### src/rtl/shift_sequencer.sv
// Command sequencer for the 8-bit universal shift register: accepts one command
// over valid/ready and replays it as N registered one-hot strobe cycles with serial-in.
module shift_sequencer #(
    parameter int CNT_W = 4
) (
    input  logic             clk,
    input  logic             rst_n,
    input  logic             cmd_valid,
    output logic             cmd_ready,
    input  logic [2:0]       cmd_op,
    input  logic [CNT_W-1:0] cmd_cnt,
    input  logic [7:0]       cmd_si,
    input  logic             abort,
    output logic             pl,
    output logic             sl,
    output logic             sr,
    output logic             rr,
    output logic             rl,
    output logic             si,
    output logic             busy,
    output logic             done,
    output logic             err
);

    typedef enum logic [1:0] {
        S_IDLE = 2'd0,
        S_RUN  = 2'd1,
        S_DONE = 2'd2
    } state_e;

    localparam logic [2:0] OP_LOAD = 3'd1;
    localparam logic [2:0] OP_SHL  = 3'd2;
    localparam logic [2:0] OP_SHR  = 3'd3;
    localparam logic [2:0] OP_ROR  = 3'd4;
    localparam logic [2:0] OP_ROL  = 3'd5;

    function automatic logic op_legal(input logic [2:0] op);
        return (op >= OP_LOAD) && (op <= OP_ROL);
    endfunction

    // Strobe vector is ordered {pl, sl, sr, rr, rl}.
    function automatic logic [4:0] strobe_of(input logic [2:0] op);
        logic [4:0] s;
        s = 5'b00000;
        case (op)
            OP_LOAD: s = 5'b10000;
            OP_SHL:  s = 5'b01000;
            OP_SHR:  s = 5'b00100;
            OP_ROR:  s = 5'b00010;
            OP_ROL:  s = 5'b00001;
            default: s = 5'b00000;
        endcase
        return s;
    endfunction

    function automatic logic uses_si(input logic [2:0] op);
        return (op == OP_SHL) || (op == OP_SHR);
    endfunction

    state_e           state_q, state_d;
    logic [2:0]       op_q, op_d;
    logic [CNT_W-1:0] cnt_q, cnt_d;
    logic [7:0]       pat_q, pat_d;
    logic [2:0]       idx_q, idx_d;
    logic [4:0]       strb_q, strb_d;
    logic             si_q, si_d;
    logic             busy_q, busy_d;
    logic             done_q, done_d;
    logic             err_q, err_d;
    logic             accept;

    assign cmd_ready = (state_q == S_IDLE);
    assign accept    = cmd_valid & cmd_ready;

    always_comb begin
        state_d = state_q;
        op_d    = op_q;
        cnt_d   = cnt_q;
        pat_d   = pat_q;
        idx_d   = idx_q;
        strb_d  = 5'b00000;
        si_d    = 1'b0;
        busy_d  = 1'b0;
        done_d  = 1'b0;
        err_d   = 1'b0;

        case (state_q)
            S_IDLE: begin
                if (accept) begin
                    if (!op_legal(cmd_op)) begin
                        state_d = S_DONE;
                        done_d  = 1'b1;
                        err_d   = 1'b1;
                    end else if ((cmd_op != OP_LOAD) && (cmd_cnt == '0)) begin
                        state_d = S_DONE;
                        done_d  = 1'b1;
                    end else begin
                        // First step's strobe and serial bit are registered on the accept edge.
                        state_d = S_RUN;
                        op_d    = cmd_op;
                        pat_d   = cmd_si;
                        cnt_d   = (cmd_op == OP_LOAD) ? CNT_W'(1) : cmd_cnt;
                        strb_d  = strobe_of(cmd_op);
                        si_d    = uses_si(cmd_op) & cmd_si[0];
                        idx_d   = 3'd1;
                        busy_d  = 1'b1;
                    end
                end
            end
            S_RUN: begin
                if (abort || (cnt_q == CNT_W'(1))) begin
                    state_d = S_DONE;
                    done_d  = 1'b1;
                    cnt_d   = '0;
                end else begin
                    // idx_q wraps at 8, giving the mod-8 pattern index for free.
                    cnt_d  = cnt_q - CNT_W'(1);
                    strb_d = strobe_of(op_q);
                    si_d   = uses_si(op_q) & pat_q[idx_q];
                    idx_d  = idx_q + 3'd1;
                    busy_d = 1'b1;
                end
            end
            S_DONE: begin
                state_d = S_IDLE;
            end
            default: begin
                state_d = S_IDLE;
            end
        endcase
    end

    always_ff @(posedge clk or negedge rst_n) begin
        if (!rst_n) begin
            state_q <= S_IDLE;
            op_q    <= 3'd0;
            cnt_q   <= '0;
            pat_q   <= 8'd0;
            idx_q   <= 3'd0;
            strb_q  <= 5'b00000;
            si_q    <= 1'b0;
            busy_q  <= 1'b0;
            done_q  <= 1'b0;
            err_q   <= 1'b0;
        end else begin
            state_q <= state_d;
            op_q    <= op_d;
            cnt_q   <= cnt_d;
            pat_q   <= pat_d;
            idx_q   <= idx_d;
            strb_q  <= strb_d;
            si_q    <= si_d;
            busy_q  <= busy_d;
            done_q  <= done_d;
            err_q   <= err_d;
        end
    end

    assign {pl, sl, sr, rr, rl} = strb_q;
    assign si   = si_q;
    assign busy = busy_q;
    assign done = done_q;
    assign err  = err_q;

    // Registered outputs must always agree with the state they describe.
    a_onehot: assert property (@(posedge clk) disable iff (!rst_n)
        $onehot0(strb_q));
    a_busy_run: assert property (@(posedge clk) disable iff (!rst_n)
        busy_q == (state_q == S_RUN));
    a_strb_run: assert property (@(posedge clk) disable iff (!rst_n)
        (strb_q != 5'b00000) == (state_q == S_RUN));
    a_done_state: assert property (@(posedge clk) disable iff (!rst_n)
        done_q == (state_q == S_DONE));
    a_err_done: assert property (@(posedge clk) disable iff (!rst_n)
        err_q |-> done_q);

endmodule

### config.mk
export PLATFORM = sky130hd
export DESIGN_NAME = shift_sequencer
export DESIGN_NICKNAME = d
export VERILOG_FILES = /design/src/rtl/shift_sequencer.sv
export SDC_FILE = /design/constraint.sdc
export NUM_CORES = 1
export LEC_CHECK = 0
export CORE_MARGIN = 1.5
export CORE_UTILIZATION = 42
export DETAILED_ROUTE_END_ITERATION = 10
export PLACE_DENSITY = 0.65
export SYNTH_ARGS = -nofsm -noshare
export SYNTH_HDL_FRONTEND = slang
export SYNTH_SLANG_ARGS = --single-unit
### constraint.sdc
create_clock -name clk -period 2.4 [get_ports clk]
set_input_delay 0.36 -clock clk [delete_from_list [all_inputs] [get_ports clk]]
set_output_delay 0.36 -clock clk [all_outputs]
set_load 0.01 [all_outputs]
# Word-level counts from Yosys, hierarchy flattened
# Index checks and enable logic that the tools add are counted.
# Widths: inputs -> output; s select.
# word_totals
out_inout_bits	10
elab_cells	92
input_bits	19
reg_bits	29
# op_classes
addsub	2
n_mux	43
bitwise	4
n_lt_le_gt_ge	3
n_eq_ne	18
n_reduce_logical	12
# op_table
cell	count
$pmux 5 s5	2
$mux 4	5
$mux 5	4
$mux 1	16
$eq 3x2->1 const B	4
$eq 3x3->1 const B	4
$mux 3	4
$pmux 5 s2	1
$mux 2	4
$pmux 4 s2	1
$reduce_and 4->1	2
$eq 3x1->1 const B	2
$ne 2x2->1 const B	3
$pmux 1 s2	3
$pmux 3 s2	1
$reduce_and 5->1	1
$eq 4x1->1 const B	1
$logic_not 4->1	1
$lt 3x4->1 const B	1
$ne 2x1->1 const B	2
$pmux 2 s2	1
$sub 4x1->4 const B	1
$add 3x1->3 const B	1
$and 1x1->1	3
11 further kinds	14

# Depth between registers and ports, before layout
# Gate-level depths: netlist (run 1).
# depth
word_depth	7
ltp_mapped	6
mapped_depth_nobuf	6

# Worst setup path after synthesis (run 1)
# Ideal clock, no wire load.
# synth_path
kind	reg2reg
startpoint	register cnt_q[0]
endpoint	register strb_q[1]
stages_incl_launch_ff	6
synth_period_minus_slack_ns	1.736
path_slack_ns	0.664
setup_ns	0.082
n_path_buf	0
t_arrival_ns	1.654
required_ns	2.318
cell_sequence	dfrtp_1 > ha_1 > nor3b_1 > or3_4 > or4_4 > o22ai_1
# synth_via
elab_chain_cells	4
# synth_lines
item	line	rtl
start, declared	62	logic [CNT_W-1:0] cnt_q, cnt_d;
start signal, assigned	148	cnt_q <= cnt_d;
$eq 4x1->1	111	if (abort || (cnt_q == CNT_W'(1))) begin
$logic_or 1x1->1	111	
$mux 5	111	
$pmux 5 s2	87	case (state_q)
net strb_d[1]	65	logic [4:0] strb_q, strb_d;
end signal, assigned	151	strb_q <= strb_d;
end, declared	65	
# The timed path passes the listed nets, and every way through them passes these cells.
# A chain may end at the register's enable or synchronous reset.

# Final worst setup path (run 1)
# layout_path
startpoint	register cnt_q[1]
endpoint	register idx_q[0]
# layout_via
elab_chain_cells	4
# layout_lines
item	line	rtl
$eq 4x1->1	111	
$logic_or 1x1->1	111	
$ne 2x2->1 (no line)	-	
$reduce_and 5->1 (no line)	-	
end signal, assigned	150	idx_q <= idx_d;
end, declared	64	logic [2:0] idx_q, idx_d;
# No other way between the ends.

==> flow_summary.json, run 1 <==
{
  "run_status": "finished clean",
  "dieArea_um2": 3970,
  "synthFlopType": "dfrtp_1",
  "sequentialPowerShare": 0.404,
  "skew_ns": 0.0115,
  "p_switching_mw": 0.673,
  "fin_ws_ns": 0.408,
  "crit_required_ns": 2.60,
  "met1_usage": 0.224,
  "wl_per_cell_um": 14.5,
  "avgSynthCellArea_um2": 12.1,
  "drtAntennaViolNets": 0,
  "cts_sinks": 29,
  "antenna_found_initial": 0,
  "place_hpwl_um": 2360,
  "path_class": "flop to flop",
  "cp_slowest_stage_delay_ns": 0.48,
  "p_per_area_nw_per_um2": 1030,
  "drive_above_1_share": 0.226,
  "ys_seq_elements": 29,
  "routed_via_density": 5.33,
  "finalCriticalPeriod_ns": 1.99,
  "grt.total_usage": 0.171,
  "start_util": 0.447,
  "clk-insertion-delay-late_ns": 0.33,
  "endpoint": "idx_q[0]",
  "grt_busiest_layer": "met2",
  "reg2reg_from": "cnt_q[1]",
  "holdBufCountCts": 0,
  "grtUsageMet2": 0.255,
  "period_share": 0.830,
  "crit_slowest_cell": "nor3b_1",
  "wirelength_um": 3100,
  "worst_slew_pin_slew_ns": 0.562,
  "antenna_cells": 0,
  "cts_buffers": 5,
  "min_path_type": "input port to asynchronous set/reset pin",
  "ctsResizeCount": 0,
  "crit_chain": "inv_1, ha_1, nor3b_1, nor3_1, buf_4, a21oi_1, mux2i_1",
  "yosysMostFrequentCell": "dfrtp_1",
  "core_um2": 3390,
  "first_pass_iters": 4,
  "grt_pass1_wl_um": 5250,
  "setup_tns_ns": 0,
  "fin_nets": 190,
  "post_dp_cell_area_um2": 1900,
  "dieHeight_um": 63.0,
  "cts_buffer_depth": 2,
  "relSlewSlack": 0.625,
  "dpl_worst_slack_ns": 0.218,
  "grt_overflow_total": 0,
  "synth_cells": 125,
  "synth.distinct_cells": 42,
  "grtUsageMet3": 0.0450,
  "synth-edff-count": 0,
  "n_fill_cell": 268,
  "cts_tree": "done",
  "p_leak_nw": 0.882,
  "syn2layout_area_growth_pct": 31.7,
  "timing.fmax_mhz": 502,
  "reg2reg_slack_ns": 0.41,
  "worstPathArrival_ns": 2.20,
  "gp_congestion": 0.764,
  "root_buffer": "clkbuf_4",
  "grt_pass1_vias": 1158,
  "finalSetupViolCount": 0,
  "maxCapViolCount": 0,
  "drcViolationCount": 0,
  "dr.first_iter.drc_count": 74,
  "drv_slew": 0,
  "ir_drop_uv": 546,
  "h-tree-depth": 2,
  "startpoint_type": "flop",
  "postCtsSetupRepairBufs": 0,
  "startpoint": "cnt_q[1]",
  "grt_max_degree": 30,
  "netlist.area_leader.share": 0.479,
  "p_int_mw": 1.38,
  "syn_nets": 148,
  "reg2reg_depth": 7,
  "vias": 1140,
  "p_clk_frac": 0.205,
  "rsz0062_at_grt": "no",
  "synth_area_um2": 1510,
  "die_w_um": 63.0,
  "row_count": 21,
  "seq_area_frac_synth": 0.479,
  "hold_viol_final": 0,
  "r2r-end": "idx_q[0]",
  "fin_area_um2": 1990,
  "crit_path_max_fanout": 5,
  "switching_share": 0.328,
  "async_flop_share": 1.00,
  "synth_common_cells": "29 x dfrtp_1, 11 x inv_1, 8 x mux2_4, 6 x nor2_1, 6 x o21ai_0",
  "combPwrFrac": 0.391,
  "synth_area_leader_cell": "dfrtp_1",
  "io_buffer_count": 28,
  "cp-end-kind": "flop",
  "io_pins": 29,
  "ys_top_cells_by_area": "dfrtp_1 48%, mux2_4 7.9%, ha_1 3.3%",
  "cts.clk_slew.worst_paths_ns": 0.10,
  "finalPower_mw": 2.05,
  "ys_warn_count": 0
}
metrics by stage:
| stage | instances | hold WS, ns | utilization |
|---|---|---|---|
| after floorplan | 125 | 0.0644 | - |
| after global placement | 206 | 0.474 | 0.562 |
| after detailed placement | 206 | 0.486 | 0.562 |
| after CTS | 214 | 0.409 | 0.588 |
| after global routing | 214 | 0.431 | 0.588 |
| final | 214 | 0.407 | 0.588 |
power by group through the flow:
| stage | clock network [mW] | logic, mW | registers (mW) |
|---|---|---|---|
| 6_report | 0.421 | 0.801 | 0.828 |
| 5_1_grt | 0.453 | 0.878 | 0.861 |
| 4_1_cts | 0.433 | 0.803 | 0.831 |
| 3_5_place_dp | 0 | 0.793 | 0.839 |
| 3_3_place_gp | 0 | 0.779 | 0.832 |
| 2_1_floorplan | 0 | 0.557 | 0.805 |
layout make-up:
cell class              count  area [um^2]  share of cell area
well taps                  46         57.6              0.0289
clock buffers               6         51.3              0.0257
clock inverters             2         37.5              0.0188
repair buffers             35          333               0.167
flip-flops and latches     29          726               0.364
multi-input cells          85          747               0.375
inverters                  11         41.3              0.0207
critical path, delay by kind of cell (launching register included):
family	cells	cell delay, ns
muxes	1	0.12
adders and majority gates	1	0.15
and+or+nand+nor	2	0.67
buffers and inverters	2	0.30
AOI/OAI and AO/OA	1	0.25
DFF	1	0.39
registers in the layout, indices dropped and copies added (netlist names):
signal	flops
busy	1
cnt_q	4
done	1
err	1
idx_q	3
op_q	3
pat_q	8
si	1
state_q	2
strb_q	5
layer usage:
| layer | part of all wire | vias to the layer above |
|---|---|---|
| li1 | - | 549 |
| met1 | 0.45 | 544 |
| met2 | 0.48 | 41 |
| met3 | 0.050 | 6 |
| met4 | 0.017 | 0 |
| met5 | 0 | - |
cell usage in the layout (no fill, tap or decap), drive strengths merged, types with 6 or more instances in the layout:
master / count
clkbuf: 6
dfrtp: 29
mux2: 10
a21oi: 6
inv: 11
nand2: 6
o21ai: 6
buf: 7
clkdlybuf4s50: 28
nor2: 7
worst min path at each step:
| stage | from | endpoint | slack (ns) |
|---|---|---|---|
| finish | rst_n | strb_q[0] | 0.41 |
| global route | rst_n | strb_q[0] | 0.43 |
| CTS | rst_n | strb_q[2] | 0.41 |
| detailed placement | op_q[0] | strb_q[1] | 0.49 |
| global placement | op_q[0] | strb_q[1] | 0.47 |
| floorplan | rst_n | busy | 0.06 |
cells by family (layout without fill, tap and decap cells):
logic type | count (synthesis) | after routing | synth area share
mux | 13 | 13 | 0.131
xor+xnor | 1 | 1 | 0.00579
compound gates | 29 | 29 | 0.146
buf+inv | 11 | 54 | 0.0273
simple gates | 38 | 38 | 0.178
fa+ha+maj | 4 | 4 | 0.0331
flops | 29 | 29 | 0.479
Power figures use the tool's default switching activity.
==> run 2, diff against run 1 <==
==> constraint.sdc (replaced) <==
create_clock -name clk -period 2.09 [get_ports clk]
set_input_delay 0.3135 -clock clk [delete_from_list [all_inputs] [get_ports clk]]
set_output_delay 0.3135 -clock clk [all_outputs]
set_load 0.01 [all_outputs]
==> run 2 against run 1 <==
Via count increased by 2.0%. Core utilization up 0.70 points. Critical path depth is 2 lower. Clock power shrank 20%. Final cell count up 3.3%. Largest power group unchanged. Highest routed layer unchanged.
==> flow_summary.json, run 2 (synthesized netlist as in run 1, its figures left out) <==
{
  "place_hpwl_um": 2310,
  "grt.total_usage": 0.183,
  "crit_required_ns": 2.35,
  "holdBufCountCts": 0,
  "h-tree-depth": 2,
  "clk-insertion-delay-late_ns": 0.34,
  "sequentialPowerShare": 0.430,
  "cts_buffers": 5,
  "maxCapViolCount": 0,
  "grt_pass1_vias": 1159,
  "multiInputGateArea_um2": 752,
  "antenna_cells": 0,
  "hold_viol_final": 0,
  "worstPathArrival_ns": 2.16,
  "grt_overflow_total": 0,
  "root_buffer": "clkbuf_4",
  "instances_no_fill": 221,
  "combPwrFrac": 0.420,
  "relSlewSlack": 0.727,
  "finalCriticalPeriod_ns": 1.89,
  "drive_above_1_share": 0.263,
  "first_pass_iters": 4,
  "reg.largest.list": "pat_q (8), strb_q (5), cnt_q (4)",
  "startpoint_type": "flop",
  "core_um2": 3390,
  "vias": 1163,
  "run_status": "finished clean",
  "syn2layout_area_growth_pct": 33.2,
  "fin_nets": 197,
  "p_clk_frac": 0.150,
  "cts_sinks": 29,
  "finalPower_mw": 2.23,
  "n_fill_cell": 280,
  "gp_congestion": 0.831,
  "cts_tree": "done",
  "wl_per_cell_um": 14.0,
  "drcViolationCount": 0,
  "timing.fmax_mhz": 528,
  "seqCellArea_um2": 726,
  "routed_via_density": 5.26,
  "grt_pass1_wl_um": 5540,
  "mostFrequentLayoutCells": "29 x dfrtp_1, 28 x clkdlybuf4s50_1, 14 x buf_4, 11 x inv_1, 8 x mux2_4",
  "p_int_mw": 1.44,
  "crit_path_max_fanout": 5,
  "drtAntennaViolNets": 0,
  "io_buffer_count": 28,
  "final_common_cell": "dfrtp_1",
  "die_w_um": 63.0,
  "cts_buffer_depth": 2,
  "p_switching_mw": 0.789,
  "p_per_area_nw_per_um2": 1110,
  "p_leak_nw": 0.904,
  "finalSetupViolCount": 0,
  "period_share": 0.906,
  "skew_ns": 0.00945,
  "start_util": 0.447,
  "dieArea_um2": 3970,
  "drv_slew": 0,
  "rsz0062_at_grt": "no",
  "dieHeight_um": 63.0,
  "setup_tns_ns": 0,
  "grt_max_degree": 30,
  "dp.cells": 213,
  "wirelength_um": 3100,
  "worst_slew_pin_slew_ns": 0.407,
  "ir_drop_uv": 526,
  "cts.clk_slew.worst_paths_ns": 0.10,
  "min_path_type": "input port to asynchronous set/reset pin",
  "io_pins": 29,
  "path_class": "flop to flop",
  "dr.first_iter.drc_count": 80,
  "cp-end-kind": "flop",
  "row_count": 21,
  "antenna_found_initial": 0,
  "largest_reg_flops": 8,
  "largest_register": "pat_q",
  "switching_share": 0.353
}
[run 2: worst max-delay path: stages, from the launching register on]
cell     delay [ns]
dfrtp_1        0.42
ha_1           0.22
nor3b_2        0.19
or3_4          0.41
or4_4          0.44
o22ai_1        0.15
[run 2: metal layers]
metal  global-route usage  routed length [um]
met1                0.245                1440
met2                0.269                1470
met3               0.0577                 135
met4               0.0833                  43
met5                    0                   0
[run 2: path summary, 6_finish.rpt]
| path | cells after the start | startpoint | endpoint | slack, ns |
|---|---|---|---|---|
| worst min register to register | 1 | op_q[2] | strb_q[4] | 0.52 |
| worst min-delay path | 2 | rst_n | strb_q[0] | 0.34 |
| worst max register to register | 5 | cnt_q[0] | strb_q[1] | 0.20 |
| worst max-delay path | 5 | cnt_q[0] | strb_q[1] | 0.20 |
| max in group asynchronous | 2 | rst_n | idx_q[2] | 1.47 |
| min in group clk | 1 | op_q[2] | strb_q[4] | 0.52 |
[run 2: layout make-up]
cell class                      instances  area share
Multi-Input combinational cell         85       0.373
Clock buffer                            5      0.0186
Tap cell                               46      0.0285
Clock inverter                          3     0.00868
Timing Repair Buffer                   42       0.191
Inverter                               11      0.0205
Sequential cell                        29       0.360
[run 2: power groups by stage]
stage / combinational [mW] / sequential [mW] / clock, mW
after floorplan: 0.639 / 0.924 / 0
after global placement: 0.915 / 0.957 / 0
after detailed placement: 0.931 / 0.963 / 0
after CTS: 0.937 / 0.954 / 0.349
after global routing: 1.04 / 0.995 / 0.376
final: 0.938 / 0.959 / 0.335
[run 2: repair_timing]
item	in CTS	in global routing
setup endpoints to repair	0	5
gates resized for setup	0	1
buffers inserted	0	0
[run 2: per-stage QoR]
| step | area [um^2] | setup slack, ns | utilization | hold slack [ns] |
|---|---|---|---|---|
| floorplan | 1510 | 0.354 | - | 0.0179 |
| global placement | 1960 | 0.0145 | 0.577 | 0.479 |
| detailed placement | 1960 | 0.00325 | 0.577 | 0.486 |
| CTS | 2010 | 0.151 | 0.594 | 0.339 |
| global route | 2020 | 0.103 | 0.595 | 0.377 |
| finish | 2020 | 0.196 | 0.595 | 0.342 |
==> run 3, diff against run 2 <==
--- a/config.mk
+++ b/config.mk
@@ -8,7 +8,7 @@
 export CORE_MARGIN = 1.5
 export CORE_UTILIZATION = 42
 export DETAILED_ROUTE_END_ITERATION = 10
-export PLACE_DENSITY = 0.65
+export PLACE_DENSITY = 0.67
 export SYNTH_ARGS = -nofsm -noshare
 export SYNTH_HDL_FRONTEND = slang
 export SYNTH_SLANG_ARGS = --single-unit
==> run 3 against run 2 <==
Register-to-register slack gained 0.03 ns. Die area unchanged. Sequential share of layout area is 0.51 points lower. Critical endpoint is now strb_q[0]. Clock power is 45% higher. Core utilization grew 0.85 points. Largest cell class unchanged. First-iteration DRC count down 23%. Setup slack gained 0.025 ns. Maximum frequency grew 1.3%. Worst hold slack better by 0.011 ns. Critical path depth rose by 1.
==> flow_summary.json, run 3 (synthesized netlist as in run 1, its figures left out) <==
{
  "cts_buffers": 5,
  "n_fill_cell": 268,
  "cts_tree": "done",
  "dr.first_iter.drc_count": 62,
  "wl_per_cell_um": 14.6,
  "dpl_worst_slack_ns": -0.00228,
  "clk-insertion-delay-late_ns": 0.33,
  "holdBufCountCts": 0,
  "crit_family": "simple AND/OR/NAND/NOR gates",
  "cts_sinks": 29,
  "instances_no_fill": 221,
  "cp-end-kind": "flop",
  "crit_buf_inv": 1,
  "drive_above_1_share": 0.257,
  "maxCapViolCount": 0,
  "cts.clk_slew.worst_paths_ns": 0.10,
  "vias": 1152,
  "antenna_cells": 0,
  "cp_slowest_stage_delay_ns": 0.43,
  "drv_slew": 0,
  "gp_congestion": 0.826,
  "drtAntennaViolNets": 0,
  "relSlewSlack": 0.666,
  "post_dp_cell_area_um2": 1960,
  "p_per_area_nw_per_um2": 1170,
  "ctsResizeCount": 0,
  "run_status": "finished clean",
  "fin_ws_ns": 0.221,
  "root_buffer": "clkbuf_4",
  "skew_ns": 0.0111,
  "start_util": 0.447,
  "worst_slew_pin_slew_ns": 0.500,
  "cts_buffer_depth": 2,
  "ir_drop_uv": 643,
  "crit_path_max_fanout": 5,
  "syn2layout_area_growth_pct": 35.1,
  "final_common_cell": "dfrtp_1",
  "dieHeight_um": 63.0,
  "h-tree-depth": 2,
  "p_leak_nw": 0.915,
  "largest_reg_flops": 8,
  "first_pass_iters": 6,
  "fin_area_um2": 2050,
  "grt_max_degree": 30,
  "crit_slowest_cell": "or4_4",
  "place_hpwl_um": 2400,
  "path_class": "flop to flop",
  "routed_via_density": 5.21,
  "core_um2": 3390,
  "finalCriticalPeriod_ns": 1.87,
  "grt_pass1_wl_um": 5550,
  "setup_tns_ns": 0,
  "row_count": 21,
  "postCtsSetupRepairBufs": 0,
  "dp.cells": 213,
  "wirelength_um": 3220,
  "largest_register": "pat_q",
  "drcViolationCount": 0,
  "dieArea_um2": 3970,
  "grt.total_usage": 0.177,
  "crit_required_ns": 2.35,
  "io_buffer_count": 28,
  "crit_chain": "inv_1, ha_1, nor3b_1, or3_4, or4_4, o22ai_1",
  "die_w_um": 63.0,
  "reg.largest.list": "pat_q (8), strb_q (5), cnt_q (4)",
  "finalPower_mw": 2.38,
  "reg2reg_slack_ns": 0.22,
  "worstPathArrival_ns": 2.12,
  "startpoint_type": "flop",
  "timing.fmax_mhz": 535,
  "hold_viol_final": 0,
  "finish.utilization": 0.604,
  "mostFrequentLayoutCells": "29 x dfrtp_1, 28 x clkdlybuf4s50_1, 14 x buf_4, 11 x inv_1, 8 x mux2_4",
  "io_pins": 29,
  "finalSetupViolCount": 0,
  "grt_pass1_vias": 1197,
  "antenna_found_initial": 0,
  "hold_ws_ns": 0.353,
  "min_path_type": "input port to asynchronous set/reset pin",
  "rsz0062_at_grt": "no",
  "period_share": 0.894,
  "fin_nets": 197,
  "grt_overflow_total": 0
}
## run 3: layout make-up
| cell class | instances | area (um^2) | area share |
|---|---|---|---|
| inverters | 11 | 41.3 | 0.0202 |
| clock buffers | 6 | 51.3 | 0.0251 |
| multi-input cells | 85 | 747 | 0.365 |
| clock inverters | 2 | 37.5 | 0.0183 |
| repair buffers | 42 | 385 | 0.188 |
| well taps | 46 | 57.6 | 0.0281 |
| flip-flops and latches | 29 | 726 | 0.355 |
## run 3: final timing paths
check | start | end | depth (start not counted)
max | cnt_q[1] | strb_q[0] | 6
min | rst_n | done | 2
max reg2reg | cnt_q[1] | strb_q[0] | 6
min reg2reg | op_q[0] | strb_q[1] | 1
max in group asynchronous | rst_n | cnt_q[1] | 2
min in group clk | op_q[0] | strb_q[1] | 1
## run 3: where the power goes
| group | switching [mW] | internal [mW] | total (mW) | leakage [nW] |
|---|---|---|---|---|
| Sequential | 0.186 | 0.772 | 0.959 | 0.366 |
| Clock | 0.203 | 0.284 | 0.487 | 0.0445 |
| Combinational | 0.397 | 0.542 | 0.939 | 0.505 |
## run 3: layer usage
| layer | global-route usage | up-vias | part of all wire |
|---|---|---|---|
| met3 | 0.0396 | 5 | 0.040 |
| met4 | 0.0583 | 0 | 0.0084 |
| met2 | 0.293 | 32 | 0.48 |
| li1 | - | 556 | - |
| met1 | 0.229 | 559 | 0.47 |
| met5 | 0 | - | 0 |
## run 3: worst register-to-register path: cells and delay by family (launching register included)
family | cells | cell delay [ns]
and+or+nand+nor | 3 | 1.03
DFF | 1 | 0.38
adders and majority gates | 1 | 0.18
AOI/OAI and AO/OA | 1 | 0.14
buffers and inverters | 1 | 0.08
==> RTL change: new RTL, flow settings as in run 2 <==
`CNT_W`: 4 -> 5.
--- a/src/rtl/shift_sequencer.sv
+++ b/src/rtl/shift_sequencer.sv
@@ -1,7 +1,7 @@
 // Command sequencer for the 8-bit universal shift register: accepts one command
 // over valid/ready and replays it as N registered one-hot strobe cycles with serial-in.
 module shift_sequencer #(
-    parameter int CNT_W = 4
+    parameter int CNT_W = 5
 ) (
     input  logic             clk,
     input  logic             rst_n,
Ports: changed (resized cmd_cnt); port bits go from 29 to 30. No check against the original RTL was run, so the function may have changed too.
==> RTL change against run 2 <==
Global-route usage increased by 2.5 points; sequential share of layout area is 0.97 points higher; largest cell class unchanged; highest routed layer unchanged; clock power increased by 35%; setup slack better by 0.038 ns; design area rose by 0.74%; largest power group unchanged; area after synthesis rose by 4.2%; worst hold slack gained 0.084 ns; routed wire length rose by 16%; critical path type unchanged; synthesized cell count rose by 5.6%; power increased by 7.0%; sequential cell count increased by 1.
==> RTL change: results (changes against run 2) <==
global_routing:
  met3_usage_pct: 5.106  # -0.66 points
  met1_usage_pct: 27.29  # +2.8 points
  grt_pass1_vias: 1321  # +14%
pwr:
  p_leak_nw: 0.8533  # -5.6%
  seq-power_mw: 1.02  # +6%
  swShare_pct: 34.94  # -0.40 points
  ir_drop_mv: 0.5379  # +2.3%
  clkPwrFrac_pct: 19.0  # +4.0 points
cells_and_area:
  clock_cell_area_share_pct: 4.064  # +1.3 points
  multi_input_area_share_pct: 38.42  # +1.1 points
  clkbuf_count: 6  # +1
  largest_registers: "pat_q: 8 flops, cnt_q: 5 flops, strb_q: 5 flops"
  n_all_inverters: 8  # -3
  nFillCells: 323  # +15%
  nMultiInputCombCells: 92  # +8.2%
  n_all_buffers: 34  # -19%
  final_nets: 195  # -1.0%
  area.share.sequential_pct: 36.95  # +0.97 points
yosys:
  yosysUniqueCellTypes: 48  # +14%
  syn_inst: 132  # +5.6%
  yosysSeqAreaShare_pct: 47.58  # -0.35 points
  synthesis.area_um2: 1578  # +4.2%
  syn-num-nets: 156  # +5.4%
  synth_commonest_cells: "30 x dfrtp_1, 8 x inv_1, 8 x mux2_1, 8 x nand2_1, 7 x o21ai_1"
  synthTopCellsByArea: "dfrtp_1 48%, mux2_1 5.7%, ha_1 3.2%"
drt:
  via_per_inst: 5.573  # +5.9%
  met2_length_mm: 1.740  # +18%
  wl_met3_um: 188  # +39%
  wl_met1_mm: 1.624  # +12%
  wl_per_cell_um: 16.47  # +18%
placement:
  hpwl_mm: 2.627  # +14%
  port_buffers: 29  # +3.6%
  placed_area_um2: 1949  # -0.38%
critical_path:
  reg2reg_to: "cnt_q[3]$_DFFE_PN0P_"
  rrSetupSlack_ns: 0.23  # +0.04 ns
  ff2ff_path_depth: 6  # +1
  startpoint: "cnt_q[1]$_DFFE_PN0P_"
  slowest_delay_ns: 0.41  # -0.03 ns
sta:
  skew_ns: 0.007824  # -0.001629 ns
  fin_hold_ws_ns: 0.4264  # +0.08416 ns
run_status:
  run_status: "finished clean"
clock_tree:
  clk_pin_slew_ns: 0.07  # -0.03 ns
[RTL change: cell count changes in the layout (fill, tap and decap cells not counted), sizes merged, moves of 3 or more]
cell and delta:
nor4b +3, o21ai +4, nor4 +3, or4 -3, buf -9, inv -3, o22ai -4, a22o +5
[RTL change: cell families after synthesis]
kind of cell               after synthesis  synth area share [%]
AOI/OAI and AO/OA                       34                 15.70
and+or+nand+nor                         40                 19.43
DFF                                     30                 47.58
xor gates and xnor gates                 1                0.5552
muxes                                   13                 10.63
buffers and inverters                   10                 2.934
adders and majority gates                4                 3.172
[RTL change: worst max-delay path: cells and delay by family (launching register included)]
family / cells / cell delay, ns
buffers and inverters: 1 / 0.11
adder cells (fa/ha/maj): 1 / 0.17
AND/OR/NAND/NOR: 2 / 0.49
flip-flops: 1 / 0.41
AO/OA/AOI/OAI: 2 / 0.56
